File: src/rtl/mem_arbiter.sv
// mem_arbiter: shares one memory port between the instruction-fetch and
// data-access requesters. One transaction is outstanding at a time; the
// response is routed back to its owner, and a watchdog turns a memory that
// never completes into an error response.
//
// state | meaning
// IDLE  | nothing outstanding; arbitrate and grant a pending request
// BUSY  | m_* presented to memory, waiting for m_valid or the watchdog
// RESP  | one-cycle valid pulse to the owning requester
module mem_arbiter #(
    parameter int DATA_PRIORITY = 0,
    parameter int TIMEOUT       = 255
) (
    input  logic        clk,
    input  logic        rst,

    input  logic        i_request,
    input  logic        i_we_re,
    input  logic [3:0]  i_mask,
    input  logic [31:0] i_address,
    input  logic [31:0] i_wdata,
    output logic        i_valid,
    output logic [31:0] i_rdata,
    output logic        i_err,

    input  logic        d_request,
    input  logic        d_we_re,
    input  logic [3:0]  d_mask,
    input  logic [31:0] d_address,
    input  logic [31:0] d_wdata,
    output logic        d_valid,
    output logic [31:0] d_rdata,
    output logic        d_err,

    output logic        m_request,
    output logic        m_we_re,
    output logic [3:0]  m_mask,
    output logic [31:0] m_address,
    output logic [31:0] m_wdata,
    input  logic        m_valid,
    input  logic [31:0] m_rdata
);

    typedef enum logic [1:0] {
        S_IDLE = 2'd0,
        S_BUSY = 2'd1,
        S_RESP = 2'd2
    } state_t;

    // Watchdog limit; the counter counts completed BUSY cycles.
    localparam int         TO_LAST_I = (TIMEOUT > 0) ? TIMEOUT - 1 : 0;
    localparam logic [7:0] TO_LAST   = 8'(TO_LAST_I);
    localparam bit         TO_EN     = (TIMEOUT != 0);
    localparam bit         D_PRIO    = (DATA_PRIORITY != 0);

    // Owner / last_grant encoding: 1 = data requester, 0 = instruction.
    state_t      state_q,      state_d;
    logic        owner_q,      owner_d;
    logic        last_grant_q, last_grant_d;
    logic [7:0]  cnt_q,        cnt_d;
    logic        m_request_q,  m_request_d;
    logic        m_we_re_q,    m_we_re_d;
    logic [3:0]  m_mask_q,     m_mask_d;
    logic [31:0] m_address_q,  m_address_d;
    logic [31:0] m_wdata_q,    m_wdata_d;
    logic        i_valid_q,    i_valid_d;
    logic [31:0] i_rdata_q,    i_rdata_d;
    logic        i_err_q,      i_err_d;
    logic        d_valid_q,    d_valid_d;
    logic [31:0] d_rdata_q,    d_rdata_d;
    logic        d_err_q,      d_err_d;
    logic        gnt_data;

    // Next-state logic: arbitration, memory-port capture, completion/watchdog.
    always_comb begin
        state_d      = state_q;
        owner_d      = owner_q;
        last_grant_d = last_grant_q;
        cnt_d        = cnt_q;
        m_request_d  = m_request_q;
        m_we_re_d    = m_we_re_q;
        m_mask_d     = m_mask_q;
        m_address_d  = m_address_q;
        m_wdata_d    = m_wdata_q;
        // Response outputs are pulses; they fall back to zero unless set below.
        i_valid_d    = 1'b0;
        i_rdata_d    = 32'h0;
        i_err_d      = 1'b0;
        d_valid_d    = 1'b0;
        d_rdata_d    = 32'h0;
        d_err_d      = 1'b0;
        // Data wins when alone, when it has fixed priority, or when the
        // instruction side was served last.
        gnt_data     = d_request && (!i_request || D_PRIO || !last_grant_q);

        case (state_q)
            S_IDLE: begin
                if (i_request || d_request) begin
                    owner_d      = gnt_data;
                    last_grant_d = gnt_data;
                    cnt_d        = 8'h0;
                    m_request_d  = 1'b1;
                    m_we_re_d    = gnt_data ? d_we_re   : i_we_re;
                    m_mask_d     = gnt_data ? d_mask    : i_mask;
                    m_address_d  = gnt_data ? d_address : i_address;
                    m_wdata_d    = gnt_data ? d_wdata   : i_wdata;
                    state_d      = S_BUSY;
                end
            end
            S_BUSY: begin
                // Completion is checked first so it beats a same-cycle timeout.
                if (m_valid) begin
                    m_request_d = 1'b0;
                    state_d     = S_RESP;
                    if (owner_q) begin
                        d_valid_d = 1'b1;
                        d_rdata_d = m_rdata;
                    end else begin
                        i_valid_d = 1'b1;
                        i_rdata_d = m_rdata;
                    end
                end else if (TO_EN && (cnt_q == TO_LAST)) begin
                    m_request_d = 1'b0;
                    state_d     = S_RESP;
                    if (owner_q) begin
                        d_valid_d = 1'b1;
                        d_err_d   = 1'b1;
                    end else begin
                        i_valid_d = 1'b1;
                        i_err_d   = 1'b1;
                    end
                end else begin
                    cnt_d = cnt_q + 8'd1;
                end
            end
            S_RESP: begin
                state_d = S_IDLE;
            end
            default: begin
                state_d = S_IDLE;
            end
        endcase
    end

    // State and output registers; reset abandons any in-flight transaction.
    always_ff @(posedge clk) begin
        if (rst) begin
            state_q      <= S_IDLE;
            owner_q      <= 1'b0;
            last_grant_q <= 1'b1;
            cnt_q        <= 8'h0;
            m_request_q  <= 1'b0;
            m_we_re_q    <= 1'b0;
            m_mask_q     <= 4'h0;
            m_address_q  <= 32'h0;
            m_wdata_q    <= 32'h0;
            i_valid_q    <= 1'b0;
            i_rdata_q    <= 32'h0;
            i_err_q      <= 1'b0;
            d_valid_q    <= 1'b0;
            d_rdata_q    <= 32'h0;
            d_err_q      <= 1'b0;
        end else begin
            state_q      <= state_d;
            owner_q      <= owner_d;
            last_grant_q <= last_grant_d;
            cnt_q        <= cnt_d;
            m_request_q  <= m_request_d;
            m_we_re_q    <= m_we_re_d;
            m_mask_q     <= m_mask_d;
            m_address_q  <= m_address_d;
            m_wdata_q    <= m_wdata_d;
            i_valid_q    <= i_valid_d;
            i_rdata_q    <= i_rdata_d;
            i_err_q      <= i_err_d;
            d_valid_q    <= d_valid_d;
            d_rdata_q    <= d_rdata_d;
            d_err_q      <= d_err_d;
        end
    end

    assign m_request = m_request_q;
    assign m_we_re   = m_we_re_q;
    assign m_mask    = m_mask_q;
    assign m_address = m_address_q;
    assign m_wdata   = m_wdata_q;
    assign i_valid   = i_valid_q;
    assign i_rdata   = i_rdata_q;
    assign i_err     = i_err_q;
    assign d_valid   = d_valid_q;
    assign d_rdata   = d_rdata_q;
    assign d_err     = d_err_q;

endmodule

File: config.mk
export PLATFORM = sky130hd
export DESIGN_NAME = mem_arbiter
export DESIGN_NICKNAME = d
export VERILOG_FILES = /design/src/rtl/mem_arbiter.sv
export SDC_FILE = /design/constraint.sdc
export NUM_CORES = 1
export LEC_CHECK = 0
export CORE_ASPECT_RATIO = 0.9
export CORE_UTILIZATION = 38
export CTS_CLUSTER_SIZE = 30
export DETAILED_ROUTE_END_ITERATION = 8
export GPL_TIMING_DRIVEN = 0
export PLACE_DENSITY = 0.8
export SLEW_MARGIN = 5
export SYNTH_ARGS = -nofsm -noshare
export SYNTH_HDL_FRONTEND = slang
export SYNTH_SLANG_ARGS = --single-unit
File: constraint.sdc
create_clock -name clk -period 1.8 [get_ports clk]
set_clock_uncertainty 0.05 [all_clocks]
set_input_delay 0.36 -clock clk [delete_from_list [all_inputs] [get_ports clk]]
set_output_delay 0.36 -clock clk [all_outputs]
set_load 0.01 [all_outputs]
# Yosys cells after proc, flatten, opt, wreduce, memory -nomap -nowiden
# Cells that the tools add are included.
classes:
  addsub: 1
  n_eq_ne: 6
  n_mux: 22
  n_bitwise: 3
  n_reduce_logical: 15
ops:
  columns: ["cell", "count"]
  rows:
  - ["$mux W32", 2]
  - ["$mux W8", 3]
  - ["$pmux W8 S2", 1]
  - ["$mux W1", 10]
  - ["$add A8 B1 Y8 const B", 1]
  - ["$eq A8 B8 Y1 const B", 1]
  - ["$reduce_or A4 Y1", 2]
  - ["$mux W2", 3]
  - ["$ne A2 B2 Y1 const B", 3]
  - ["$mux W4", 1]
  - ["$pmux W2 S2", 1]
  - ["$reduce_and A2 Y1", 2]
  - ["$reduce_and A4 Y1", 1]
  - ["$ne A3 B3 Y1 const B", 1]
  - ["$not A1 Y1", 3]
  - ["$reduce_and A3 Y1", 1]
  - ["$reduce_or A3 Y1", 1]
  - ["$eq A2 B1 Y1 const B", 1]
  - ["$logic_not A1 Y1", 2]
  - ["$logic_not A2 Y1", 1]
  - ["$logic_or A1 B1 Y1", 2]
  - ["$pmux W1 S2", 1]
  - ["$reduce_bool A2 Y1", 1]
  - ["$reduce_or A2 Y1", 1]
  - ["$logic_and A1 B1 Y1", 1]
totals:
  ff_bits: 150
  input_bits: 175
  wordCells: 62

# Longest topological paths before layout
depth:
  depth_word: 4
  ltp_mapped: 6

# Least setup slack after synthesis
# Ideal clock, no wire load.
synth_path:
  kind: "register to register"
  startpoint: "reg cnt_q[0]"
  endpoint: "reg cnt_q[1]"
  arrival_ns: 1.538
  t_required_ns: 1.680
  path_slack_ns: 0.141
  path_stages_with_launch: 7
  synth_period_minus_slack_ns: 1.659
  path_cell_list: "dfxtp_1 > inv_1 > ha_1 > and4_1 > and3_1 > or4_1 > a21oi_1"
synth_between:
  elab_chain_len: 4
  word_cells_on_any_way: 7
synth_rtl:
  columns: ["item", "line", "source"]
  rows:
  - ["start, declared", "60", "logic [7:0] cnt_q, cnt_d;"]
  - ["start signal, assigned", "167", "cnt_q <= cnt_d;"]
  - ["$add A8 B1 Y8", "133", "cnt_d = cnt_q + 8'd1;"]
  - ["$mux W8", "122", "end else if (TO_EN && (cnt_q == TO_LAST)) begin"]
  - ["$mux W8", "112", "if (m_valid) begin"]
  - ["$pmux W8 S2", "96", "case (state_q)"]
# Several ways; a longest one is shown, not always the timed one. The select of a mux whose other input is x is not followed.
# A chain may end at the register's enable or synchronous reset.

# Worst setup path in the final report
layout_path:
  startpoint: "reg state_q[0]"
  endpoint: "reg cnt_q[5]"
layout_between:
  elab_chain_len: 3
  word_cells_on_any_way: 8
layout_rtl:
  columns: ["item", "line", "source"]
  rows:
  - ["start, declared", "57", "state_t state_q, state_d;"]
  - ["start signal, assigned", "164", "state_q <= state_d;"]
  - ["$eq A2 B1 Y1 / $logic_not A2 Y1 (equally long branches)", "96", null]
  - ["$ne A2 B2 Y1 (no source line) / $reduce_bool A2 Y1 (equally long branches)", null, null]
  - ["$reduce_and A4 Y1 (no source line)", null, null]
# Several ways; a longest one is shown, not always the timed one.

==> summary.md <==
| Metric | Value |
|---|---|
| Status | complete, no violations |
| First drt pass iteration count | 4 |
| Max_cap viols | 0 |
| Worst Path Max Fanout | 7 |
| Net Count, Synth | 703 |
| Top Metal Used | met4 |
| Die area | around 0.015 mm2 |
| Vias in the first global route | just under 5000 |
| Leakage | roughly 3.7 nW |
| Initial antenna violation count | 0 |
| Fin util | roughly 68% |
| Simple-gate area share of the yosys netlist | between 10% and 20% |
| Setup ws final | about 0.029 ns |
| Syn Inst Count | roughly 530 |
| Post-Layout Inst Area | 0.00954 mm2 |
| CTS H-tree lvls | 4 |
| Post-synthesis mux area share | 13.0% |
| Critical Path AT | between 2 and 2.5 ns |
| Pre-CTS WS | -0.851 ns |
| Vias/cell | 4.75 |
| Required time of the critical path | 2.09 ns |
| I/O pin count | 313 |
| Crit. End Element | flop |
| Synth Warn # | 0 |
| Layout cells sized above 1 | a little under a tenth |
| R2R Setup Slk | 0.03 ns |
| Largest family of logic cells by synthesized area | simple AND/OR/NAND/NOR gates |
| Met2 WL post-DR | ~9.2 mm |
| Highest clock rate | around 0.56 GHz |
| First DRT Iteration DRCs | around 150 |
| XOR/XNOR share of the synthesized area | 0% |
| Gr ovfl total | 0 |
| Final Hold Viols | 0 |
| Startpoint types | flop |
| Synthesized area per cell | ~10 um2 |
| Die height | 116 um |
| Ant diodes | 0 |
| Post-Syn Area | between 0.005 and 0.006 mm2 |
| Clk_lat worst skew | between 0.4 and 0.5 ns |
| Final worst path period need | between 1.5 and 2 ns |
| Synthesis-to-finish area growth | 74.2% |
| Placed Area | 0.00884 mm2 |
| Flop and latch count out of synthesis | 150 |
| ANT nets after route | 0 |
| Placer Congestion | about 0.85 |
| # clock sinks | 150 |
| # rows | 41 |
| First-pass GRT wire length | between 20 and 25 mm |
| Post-DP HPWL | 13.2 mm |
| Final WL | ~17 mm |
| Fin Hold WS | slightly above 0.3 ns |
| Cell Pwr Density | about 900 mW/mm2 |
| Layout Cells excl Fill | roughly 1100 |
| Starting Density | between 30% and 40% |
| GRT Util Overall | roughly 22% |
| Pin slew with the least headroom to its limit | roughly 0.73 ns |
| DR vias | a little over 5000 |
| Tot Pwr | approximately 8.6 mW |
| Metal-1 WL | ~6.4 mm |
| CP Class | reg2reg |
| Dpl cells | between 1000 and 1500 |
| Netlist cell types | 37 |
| Final setup fails | 0 |
| CTS tree | yes |
| Nets@finish | between 1000 and 1500 |
| CTS Buf Count | 17 |
| Largest net degree at the start of global routing | 17 |
| Root Driver | clkbuf_16 |
| Slew margin rel. | ~51% |
| Setup TNS | 0 ns |
| IO Port Bufs | about 310 |
| Fin crit share | between 90% and 100% |
| CTS Buffer Depth | 2 |
| Unrepaired setup endpoints after global routing | true |
| DRC viols | 0 |
| Hold/Removal Path Class | in2reg |
| Post-Synth Adder-Cell Area | 0.457% |
| Synth Area in Compound Gates | 12.7% |
| Max IR drop VDD | 0.624 mV |
| Met3 WL | 1.13 mm |
| Sequential fraction of the synthesis area | roughly 55% |
| CORE AREA | ~0.014 mm2 |
| Die W | approximately 130 um |
| Final Slew Violations | 0 |
| Clock slew at reported path FFs | 0.06 ns |
| Avg WL per Cell | around 16 um |
## cells in the mapped netlist (all sizes together)
cell type	n	share of area [%]
and4	1	0.16
nor2	76	5.2
clkbuf	19	1.3
nor2b	1	0.11
o21a	2	0.27
a21boi	1	0.14
o31ai	1	0.14
inv	2	0.14
a41oi	2	0.32
and3	4	0.46
nand2	7	0.48
o41ai	1	0.16
ha	2	0.46
buf	22	2.2
a31oi	3	0.34
o21ai	4	0.37
dfxtp	150	55
or3b	1	0.16
nand3	3	0.27
nor3b	1	0.34
a21oi	8	0.73
and2	64	7.3
nor3	4	0.46
nor4	1	0.11
or4	1	0.14
or3	1	0.11
mux2i	71	13
o221a	1	0.21
a211oi	70	9.8
o311ai	1	0.16
nand2b	1	0.11
## cell type report
| class | count | area, um2 |
|---|---|---|
| repair buffers | 315 | 3170 |
| well taps | 193 | 241 |
| fillers | 1067 | 4510 |
| clock buffers | 18 | 429 |
| flip-flops and latches | 150 | 3010 |
| inverters | 2 | 7.51 |
| multi-input cells | 333 | 2310 |
| plain buffers | 41 | 245 |
| clock inverters | 14 | 130 |
## what timing repair did
| item | CTS | global route |
|---|---|---|
| buffers inserted | 1 | 2 |
| setup endpoints to repair | 83 | 128 |
| resized for setup | 14 | 43 |
| gates cloned | 0 | 0 |
| pin swaps | 1 | 2 |
| hold buffers | 0 | 0 |
## kinds of logic (layout without fill, tap and decap cells)
| kind of cell | after synthesis | after routing |
|---|---|---|
| flops | 150 | 150 |
| buf+inv | 43 | 390 |
| mux | 71 | 71 |
| fa+ha+maj | 2 | 2 |
| simple gates | 166 | 166 |
| compound gates | 94 | 94 |
## placed cells by master (no fill, tap or decap), types with 2 or more instances in the layout
cell	Yosys	final
dfxtp_2	0	2
o21ai_0	3	3
buf_6	3	4
nand3_1	3	3
mux2i_1	71	69
a21oi_1	8	8
nand2_1	7	7
clkbuf_16	0	17
buf_4	0	8
and2_1	64	64
o21a_1	2	2
clkdlybuf4s50_1	0	309
clkbuf_2	1	11
nor2_1	76	75
inv_1	2	2
dfxtp_1	150	147
nor3_1	3	3
dlymetal6s2s_1	0	3
mux2i_2	0	2
a211oi_1	69	68
ha_1	2	2
clkbuf_4	0	5
a31oi_1	3	3
clkbuf_1	18	10
and3_1	4	3
inv_6	0	8
inv_8	0	2
buf_2	12	5
## worst max-delay path, cell delays in order (launching register included)
cell and delay [ns]:
dfxtp_4 0.38, or3b_1 0.35, buf_4 0.18, a211oi_4 0.35, a41oi_1 0.22, a31oi_1 0.17
## power by group
| group | leakage [nW] | internal [mW] | total [mW] | switching, mW |
|---|---|---|---|---|
| Combinational | 2.23 | 0.959 | 1.66 | 0.697 |
| Clock | 0.274 | 1.83 | 3.33 | 1.50 |
| Sequential | 1.23 | 3.53 | 3.65 | 0.116 |
## per-layer routing
metal / track usage [%] / vias up
met1: 23.1 / 2313
met2: 42.8 / 223
li1: - / 2507
met5: 0 / -
met3: 5.96 / 17
met4: 9.41 / 0
## sequential cells by signal, indices dropped and copies added (netlist names)
name / flops
cnt_q: 8
last_grant_q: 1
state_q: 2
m_wdata: 32
i_valid: 1
m_request: 1
i_err: 1
m_address: 32
i_rdata: 32
m_mask: 4
m_we_re: 1
d_rdata: 32
d_err: 1
d_valid: 1
owner_q: 1
## worst paths after layout
path / start / end / cells past startpoint
max: state_q[0] / cnt_q[5] / 5
min: rst / last_grant_q / 3
max reg2reg: state_q[0] / cnt_q[5] / 5
min reg2reg: last_grant_q / last_grant_q / 2
Note: power is estimated with default switching activity, not from simulation.
